===== config.mk =====
export PLATFORM = sky130hd
export DESIGN_NAME = vga_pixel_out
export DESIGN_NICKNAME = d
export VERILOG_FILES = /design/src/rtl/vga_pixel_out.sv
export SDC_FILE = /design/constraint.sdc
export NUM_CORES = 1
export LEC_CHECK = 0
export ABC_AREA = 1
export BUFFER_PORTS_ARGS = -buffer_cell sky130_fd_sc_hd__buf_2
export CORE_UTILIZATION = 53
export DETAILED_ROUTE_END_ITERATION = 7
export PLACE_DENSITY = 0.79
export SETUP_SLACK_MARGIN = 0.02
export SLEW_MARGIN = 40
export SYNTH_ARGS = -nofsm -noshare
export SYNTH_HDL_FRONTEND = slang
export SYNTH_SLANG_ARGS = --single-unit

===== constraint.sdc =====
create_clock -name clk -period 3.7 [get_ports clk]
set_clock_uncertainty 0.1 [all_clocks]
set_input_delay 0.74 -clock clk [delete_from_list [all_inputs] [get_ports clk]]
set_output_delay 0.74 -clock clk [all_outputs]
set_load 0.005 [all_outputs]

===== src/rtl/vga_pixel_out.sv =====
// vga_pixel_out: framebuffer read requests plus latency-matched RGB444/sync pins.
// Define TEST_PATTERN_EN to add the pattern_sel colour-bar generator.
module vga_pixel_out #(
    parameter int RD_LATENCY   = 1,
    parameter int SCALE_SHIFT  = 2,
    parameter bit SYNC_POL     = 1'b1,
    parameter int H_VIS        = 800,
    parameter int H_SYNC_START = 840,
    parameter int H_SYNC_END   = 968,
    parameter int H_TOTAL      = 1056,
    parameter int V_VIS        = 600,
    parameter int V_SYNC_START = 601,
    parameter int V_SYNC_END   = 605,
    parameter int V_TOTAL      = 628
) (
    input  logic        clk,
    input  logic        reset,
    input  logic [10:0] hcount,
    input  logic [9:0]  vcount,
    output logic [$clog2((H_VIS>>SCALE_SHIFT)*(V_VIS>>SCALE_SHIFT))-1:0] fb_addr,
    output logic        fb_rd_en,
    input  logic [11:0] fb_data,
    input  logic        pattern_sel,
    output logic [3:0]  vga_r,
    output logic [3:0]  vga_g,
    output logic [3:0]  vga_b,
    output logic        vga_hsync,
    output logic        vga_vsync,
    output logic        frame_start
);
    localparam int FB_W = H_VIS >> SCALE_SHIFT;
    localparam int AW   = $clog2(FB_W * (V_VIS >> SCALE_SHIFT));
    localparam int XW   = $clog2(FB_W);
    localparam int ND   = RD_LATENCY + 1;

    typedef struct packed {
        logic vis;
        logic hs;
        logic vs;
        logic frm;
`ifdef TEST_PATTERN_EN
        logic pat;
        logic [XW-1:0] x;
`endif
    } tap_t;

    logic          vis_s0;
    logic          hs_s0;
    logic          vs_s0;
    logic          origin;
    logic          rd_s0;
    logic          line_end;
    logic          frame_end;
    logic          fb_row_end;
    logic [XW-1:0] x_s0;
    logic [AW-1:0] line_base;
    logic [AW-1:0] base_eff;
    logic [9:0]    vmask;
    tap_t          tap_s0;
    tap_t          dl [ND];
    tap_t          tap_o;
    logic [11:0]   pix;

    assign vmask = 10'((1 << SCALE_SHIFT) - 1);

    always_comb begin
        vis_s0     = (hcount < 11'(H_VIS)) && (vcount < 10'(V_VIS));
        hs_s0      = (hcount >= 11'(H_SYNC_START)) && (hcount < 11'(H_SYNC_END));
        vs_s0      = (vcount >= 10'(V_SYNC_START)) && (vcount < 10'(V_SYNC_END));
        origin     = (hcount == 11'd0) && (vcount == 10'd0);
        x_s0       = XW'(hcount >> SCALE_SHIFT);
        // origin bypass lets the first pixel after a mid-frame reset land at 0
        base_eff   = origin ? '0 : line_base;
        line_end   = hcount == 11'(H_TOTAL - 1);
        frame_end  = vcount == 10'(V_TOTAL - 1);
        fb_row_end = (vcount < 10'(V_VIS)) && ((vcount & vmask) == vmask);
`ifdef TEST_PATTERN_EN
        rd_s0      = vis_s0 && !pattern_sel;
`else
        rd_s0      = vis_s0;
`endif
    end

    always_comb begin
        tap_s0     = '0;
        tap_s0.vis = vis_s0;
        tap_s0.hs  = hs_s0;
        tap_s0.vs  = vs_s0;
        tap_s0.frm = origin;
`ifdef TEST_PATTERN_EN
        tap_s0.pat = pattern_sel;
        tap_s0.x   = x_s0;
`endif
    end

    always_ff @(posedge clk) begin
        if (reset) begin
            fb_addr   <= '0;
            fb_rd_en  <= 1'b0;
            line_base <= '0;
        end else begin
            fb_rd_en <= rd_s0;
            if (rd_s0)
                fb_addr <= base_eff + AW'(x_s0);
            if (origin)
                line_base <= '0;
            else if (line_end) begin
                if (frame_end)
                    line_base <= '0;
                else if (fb_row_end)
                    line_base <= line_base + AW'(FB_W);
            end
        end
    end

    always_ff @(posedge clk) begin
        if (reset) begin
            for (int i = 0; i < ND; i++)
                dl[i] <= '0;
        end else begin
            dl[0] <= tap_s0;
            for (int i = 1; i < ND; i++)
                dl[i] <= dl[i-1];
        end
    end

    assign tap_o = dl[ND-1];

`ifdef TEST_PATTERN_EN
    localparam int BAR_W = H_VIS / 8;
    logic [10:0] sx;
    logic [2:0]  bar;
    logic [11:0] bar_rgb;

    // bar index by threshold compare, avoids a divider
    always_comb begin
        sx  = 11'(tap_o.x) << SCALE_SHIFT;
        bar = '0;
        for (int k = 1; k < 8; k++)
            if (sx >= 11'(k * BAR_W))
                bar = bar + 3'd1;
        bar_rgb = {{4{bar[2]}}, {4{bar[1]}}, {4{bar[0]}}};
        pix     = tap_o.pat ? bar_rgb : fb_data;
    end
`else
    logic unused_pattern_sel;
    assign unused_pattern_sel = pattern_sel;
    assign pix = fb_data;
`endif

    always_ff @(posedge clk) begin
        if (reset) begin
            {vga_r, vga_g, vga_b} <= 12'h000;
            vga_hsync   <= ~SYNC_POL;
            vga_vsync   <= ~SYNC_POL;
            frame_start <= 1'b0;
        end else begin
            {vga_r, vga_g, vga_b} <= tap_o.vis ? pix : 12'h000;
            vga_hsync   <= tap_o.hs ? SYNC_POL : ~SYNC_POL;
            vga_vsync   <= tap_o.vs ? SYNC_POL : ~SYNC_POL;
            frame_start <= tap_o.frm;
        end
    end

endmodule


==> metrics, run 1 <==
Post-synth EDFFs 0; Placement Rows 25; f_max between 300 and 400 MHz; Die H 74.1 um; crit share post-route between 70% and 80%; IO buf count 65; Period minus WS final roughly 2.9 ns; Post-DRT Antenna Nets 0; initial antenna violation count 0; Die Wd 74.1 um; P_sw roughly 260 uW; sequential share of the synthesized area around 36%; Sequential Power Share a little over half; mux share of post-synthesis cell area 0%; antenna fix cells 0; vias in the first global route between 2000 and 2500; synthesized net count ~440; WL per Instance around 11 um; RSZ-0062 raised after global routing no; DR iter-0 viols between 100 and 150; Finished Layout Cells 526; Initial Util 56.7%; status complete, no violations; Logic pwr share roughly an eighth; CTS Buffer Depth 2; H-tree Lvls 2; Num CTS Buffers 5; crit path kind in -> reg; Cell Pwr Density approximately 330 mW/mm^2; Simple-Gate Fraction of Synth Area a little over a third; Slew Limit Fails 0; commonest non-fill, non-tap cell in the layout nand2_1; asr flop ratio synth 0%; final WL roughly 5800 um; Post-CTS Setup Inserts 0; global-route usage over all layers 23.0%; grt total ovfl 0; xor/xnor share of the synthesized area roughly 3.2%; vias ~2600; register bit total from synthesis 50; worst hold path class reg -> reg; largest net degree at the start of global routing 27; Layout Nets 501; unique cell type count in the Yosys netlist 40; total chip power between 1 and 1.5 mW; CTS root buf clkbuf_8; setup violators final 0; main combinational cell family by area after synthesis simple AND/OR/NAND/NOR gates; Switching Share between 20% and 30%; vias per inst just under 5; Mapped Area about 0.0028 mm^2; max_cap viols 0; Final Hold Vio Count 0; Critical Path Source Type primary input; Critical Path AT just under 3 ns; Compound-Gate Fraction of Synth Area around a tenth; clk_lat worst skew around 0.31 ns; CTS Sinks 50; synth warn 0; crit-path max FO 16; core region area slightly below 0.005 mm^2; CTS Hold Bufs 0; Worst VDD drop between 150 and 200 uV; placed insts around 520; DR pass1 iterations 4; first-pass GRT wire length a little under 10000 um; commonest cells after routing, fill and taps aside nand2_1, nor2_1, buf_2; P_leak 1.60 nW; synthesized area per cell 6.97 um^2; post-DP HPWL around 4400 um; RePlAce Congestion about 0.89; Ports 67; die area roughly 0.0055 mm^2; critical path required time 3.81 ns; share of post-route cells with drive strength above 1 22.4%; DRC viols 0; FILL cells between 400 and 500; Synth Flop Type dfxtp_1; clock-pin slew of the registers on the worst-case setup and hold paths about 0.080 ns; share of power burned in the clock network about 36%; worst reg-to-reg setup slack between 1.5 and 2 ns; CTS tree done; Area Overhead vs Synth 16.7%; post-synthesis cell count just under 400; post-CTS sizing 0; internal power around 800 uW; post-synthesis adder-cell area fraction approximately 3.2%; setup TNS 0 ns; Crit. End Element flip-flop
==> power by group through the flow <==
stage	Sequential, mW	Combinational (mW)	Clock, mW
after floorplan	0.575	0.0723	0
after global placement	0.573	0.122	0
after detailed placement	0.574	0.125	0
after CTS	0.561	0.126	0.389
after global routing	0.563	0.143	0.413
final	0.561	0.126	0.381
==> per-stage QoR <==
step                hold WS, ns  utilization [%]  setup slack [ns]  cell area [um^2]
floorplan                 0.288                -             0.881              2750
global placement          0.289             63.9             0.582              3100
detailed placement        0.292             63.9             0.545              3100
CTS                       0.308             66.2             0.858              3210
global route              0.326             66.2             0.593              3210
finish                    0.305             66.2             0.845              3210
==> critical path, stage by stage <==
cell and delay (ns):
buf_2 0.10, nor2_1 0.12, nand2_1 0.09, nor2_1 0.21
nand3_4 0.23, nand2_1 0.11, inv_1 0.04, ha_1 0.35
nand2_1 0.07, nand2_1 0.09, nand2_1 0.06, nand2_1 0.09
nand2_1 0.06, nand2_1 0.07, nand3_2 0.09, nor2_2 0.14
nand3_1 0.08, nand2_1 0.07, nand3_1 0.06, nand2_1 0.06
inv_1 0.03
==> synthesized netlist by cell type, types with 6 or more instances <==
cell	n	area share (%)
nand2_1	77	11
nor2_1	73	10
inv_1	59	8.0
dfxtp_1	50	36
nand3_1	19	3.5
a21oi_1	14	2.5
o21ai_0	10	1.8
o21ai_1	10	1.8
ha_1	7	3.2
nand2_2	7	1.6
nor3_1	7	1.3
nand4_1	6	1.4
==> worst paths after layout <==
check                                          startpoint  depth (start not counted)                       end
worst max register to register  line_base[4]$_SDFFE_PP0P_                         16  fb_addr[13]$_SDFFE_PP0P_
worst min register to register        dl[0][5]$_SDFF_PP0_                          2      vga_vsync$_SDFF_PP0_
worst max-delay path                            vcount[0]                         21  fb_addr[13]$_SDFFE_PP0P_
worst min-delay path                  dl[0][5]$_SDFF_PP0_                          2      vga_vsync$_SDFF_PP0_
==> cells by family after synthesis <==
group                    Yosys count
AO/OA/AOI/OAI                     44
XOR/XNOR                          10
adder cells (fa/ha/maj)            7
buffers and inverters             74
flip-flops                        50
other                              1
AND/OR/NAND/NOR                  209
==> flip-flops by register name (all words and copies together) (netlist names) <==
register and cells:
fb_addr 15, frame_start 1, vga_g 4, line_base 12, vga_b 4, vga_vsync 1, vga_r 4, dl 8
vga_hsync 1
==> layout make-up <==
type / count / area (um^2) / share of cell area (%)
clock buffer: 6 / 72.6 / 2.26
clock inverter: 2 / 37.5 / 1.17
inverter: 65 / 251 / 7.83
multi-input combinational: 271 / 1440 / 44.8
sequential: 50 / 1000 / 31.2
tap: 67 / 83.8 / 2.61
timing repair buffer: 65 / 325 / 10.1
==> metal layers <==
| metal | vias up | wire length (um) | GRT usage (%) |
|---|---|---|---|
| met1 | 1113 | 2800 | 29.4 |
| met5 | - | 0 | 0 |
| met4 | 0 | 94 | 9.62 |
| met3 | 10 | 304 | 4.61 |
| met2 | 71 | 2610 | 37.9 |
| li1 | 1361 | - | - |
(Power assumes the default switching activity.)
==> run 2: changes to the inputs <==
--- a/config.mk
+++ b/config.mk
@@ -5,11 +5,11 @@
 export SDC_FILE = /design/constraint.sdc
 export NUM_CORES = 1
 export LEC_CHECK = 0
-export ABC_AREA = 1
+export ABC_AREA = 0
 export BUFFER_PORTS_ARGS = -buffer_cell sky130_fd_sc_hd__buf_2
-export CORE_UTILIZATION = 53
+export CORE_UTILIZATION = 46
 export DETAILED_ROUTE_END_ITERATION = 7
-export PLACE_DENSITY = 0.79
+export PLACE_DENSITY = 0.75
 export SETUP_SLACK_MARGIN = 0.02
 export SLEW_MARGIN = 40
 export SYNTH_ARGS = -nofsm -noshare
==> constraint.sdc (replaced) <==
create_clock -name clk -period 2.3 [get_ports clk]
set_clock_uncertainty 0.1 [all_clocks]
set_input_delay 0.46 -clock clk [delete_from_list [all_inputs] [get_ports clk]]
set_output_delay 0.46 -clock clk [all_outputs]
set_load 0.005 [all_outputs]
==> run 2 against run 1 <==
  * The run now ends with setup timing left
  * Synthesized area decreased by 19%
  * Critical path depth decreased by 8
  * Highest routed layer unchanged
  * Hold slack got worse by 0.051 ns
  * Setup slack got worse by 1.3 ns
  * Largest cell class unchanged
  * Count of clock-buffer cells in the layout decreased by 1
==> metrics, run 2 <==
clock-pin slew of the registers on the worst-case setup and hold paths 0.09 ns (about the same); synthesized area per cell 8.93 um^2 (+28%); Crit. End Element flip-flop; Synth Flop Type dfxtp_1; CTS Buffer Depth 2 (unchanged); total chip power 1.70 mW (+59%); grt total ovfl 0 (unchanged); RePlAce Congestion 0.798 (-10%); share of the synthesized area in the top cell type 44.6% (+8.3 points); share of post-route cells with drive strength above 1 40.3% (+18 points); Logic pwr share 10.9% (-0.9 points); Area Overhead vs Synth 43.1%; RSZ-0062 raised after global routing yes; vias in the first global route 1984 (-14%); share of power burned in the clock network 37.0% (+1.3 points); internal power 1.30 mW (+61%); register bit total from synthesis 50 (unchanged); H-tree Lvls 2 (unchanged); antenna fix cells 0 (unchanged); Reg area 0.00100 mm^2 (unchanged); synth warn 0 (unchanged); most common cell in the netlist dfxtp_1; max_cap viols 0 (unchanged); crit share post-route 120%; Initial Util 47.8% (-9.0 points); P_sw 399 uW (+52%); Largest register FFs 15 (unchanged); CTS Sinks 50 (unchanged); worst hold path class in -> reg; core region area 0.00469 mm^2 (-3.2%); Post-synth EDFFs 0 (unchanged); initial antenna violation count 0 (unchanged); FILL cells 359 (-21%); Ports 67 (unchanged); Reg with most FFs fb_addr; post-DP HPWL 3740 um (-15%); Worst VDD drop 272 uV (+67%); Final WS setup -0.460 ns (-1.31 ns); setup violators final 11 (+11); violated checks setup timing; top cells by area, synth dfxtp_1, xor2_1, nor2_1; clk_lat worst skew 0.31 ns (about the same); Multi-input gate area 0.00133 mm^2 (-7.7%); post-synthesis cell count 251 (-36%); Die Wd 71.8 um (-3.0%); asr flop ratio synth 0% (unchanged); WL per Instance 14.2 um (+29%); DR iter-0 viols 122 (+15%); final WL 5850 um (+0.76%); Post-synth top cells dfxtp_1, nor2_1, nand2_1; Critical Path Source Type primary input; Critical Path AT 2.89 ns (-0.07 ns); synthesized net count 294 (-33%); Placement Rows 25 (unchanged); crit-path max FO 5 (-11); CTS root buf clkbuf_8; biggest registers after layout fb_addr: 15 flops, line_base: 12 flops, dl: 8 flops; Slew Limit Fails 0 (unchanged); P_leak 1.44 nW (-9.9%); first-pass GRT wire length 8790 um (-10%); Final Hold Vio Count 0 (unchanged); Cell Pwr Density 529 mW/mm^2 (+59%); Slew Limit Headroom just over 60%; IO buf count 65 (unchanged); Period minus WS final approximately 2.8 ns; vias per inst 5.31 (+9.4%); sequential share of the synthesized area 44.6% (+8.3 points); largest net degree at the start of global routing 32 (+19%); unique cell type count in the Yosys netlist 42 (+5.0%); f_max around 360 MHz; die area 0.00516 mm^2 (-5.9%); crit path kind in -> reg; status finished with violations; Layout Nets 399 (-20%); Mapped Area 0.00224 mm^2 (-19%); Num CTS Buffers 5 (unchanged); Least-Margin Pin Slew 0.572 ns; commonest non-fill, non-tap cell in the layout buf_2; CTS tree done; setup TNS -3.45 ns (-3.45 ns); DR pass1 iterations 4 (unchanged); critical path required time 2.43 ns (-1.38 ns); DRC viols 0 (unchanged); Die H 71.8 um (-3.0%); Sequential Power Share 52.0% (-0.5 points); global-route usage over all layers 21.6% (-1.4 points); Switching Share 23.5% (-1.1 points); commonest cells after routing, fill and taps aside buf_2, dfxtp_1, buf_4; Post-DRT Antenna Nets 0 (unchanged); vias 2184 (-15%); Synth area leader dfxtp_1
[run 2: what timing repair did]
item	in CTS	in global routing
cloned	0	0
hold endpoints to repair	0	0
setup endpoints to repair	11	11
hold buffers	0	0
gates resized for setup	18	16
pin swaps	18	21
buffers inserted	4	6
[run 2: per-layer routing]
layer	vias up	routed length, um	GRT usage, %
li1	1063	-	-
met1	1032	2460	24.7
met2	73	2940	40.0
met3	16	291	3.09
met4	0	160	8.71
met5	-	0	0
[run 2: kinds of logic after synthesis]
kind of cell,count (synthesis),synth area share [%]
mux,3,1.34
compound gates,36,10.3
simple gates,120,28.9
other cells,1,0.167
fa+ha+maj,7,3.91
xor+xnor,21,8.20
buf+inv,13,2.51
flops,50,44.6
[run 2: through the flow]
step | utilization [%] | hold slack, ns | instances | worst slack, ns | instance area, um^2
2_1_floorplan | - | 0.314 | 251 | -0.700 | 2250
3_3_place_gp | 61.0 | 0.317 | 395 | -0.742 | 2860
3_5_place_dp | 61.0 | 0.324 | 395 | -0.803 | 2860
4_1_cts | 65.8 | 0.253 | 406 | -0.408 | 3090
5_1_grt | 68.4 | 0.253 | 411 | -0.612 | 3210
6_report | 68.4 | 0.254 | 411 | -0.460 | 3210
[run 2: final cells by class]
cell class                      count  area share, %
Multi-Input combinational cell    188           41.4
Timing Repair Buffer              108           21.4
Tap cell                           54           2.11
Clock buffer                        5           2.15
Sequential cell                    50           31.2
Clock inverter                      3           1.37
Inverter                            3          0.351
[run 2: power by group through the flow]
stage	registers (mW)	logic [mW]	clock network, mW
global placement	0.901	0.159	0
finish	0.882	0.186	0.628
floorplan	0.903	0.0666	0
CTS	0.882	0.172	0.633
global route	0.884	0.199	0.669
detailed placement	0.902	0.162	0
[run 2: worst max-delay path, stage by stage]
cell     delay, ns
buf_8         0.10
nor4_4        0.34
nand4_1       0.16
nor4_2        0.23
buf_4         0.20
nor2b_4       0.05
ha_4          0.16
a311o_1       0.34
a21oi_2       0.18
o21ai_2       0.08
or3_1         0.31
a21o_1        0.16
a21oi_1       0.13
[run 2: path summary, 6_finish.rpt]
check / startpoint / end / slack (ns) / cells after the start
setup reg to reg: line_base[4]$_SDFFE_PP0P_ / fb_addr[8]$_SDFFE_PP0P_ / 0.25 / 8
hold / removal: fb_data[10] / vga_r[2]$_SDFF_PP0_ / 0.25 / 2
hold reg to reg: dl[0][5]$_SDFF_PP0_ / vga_vsync$_SDFF_PP0_ / 0.34 / 1
setup / recovery: hcount[6] / fb_addr[8]$_SDFFE_PP0P_ / -0.46 / 13
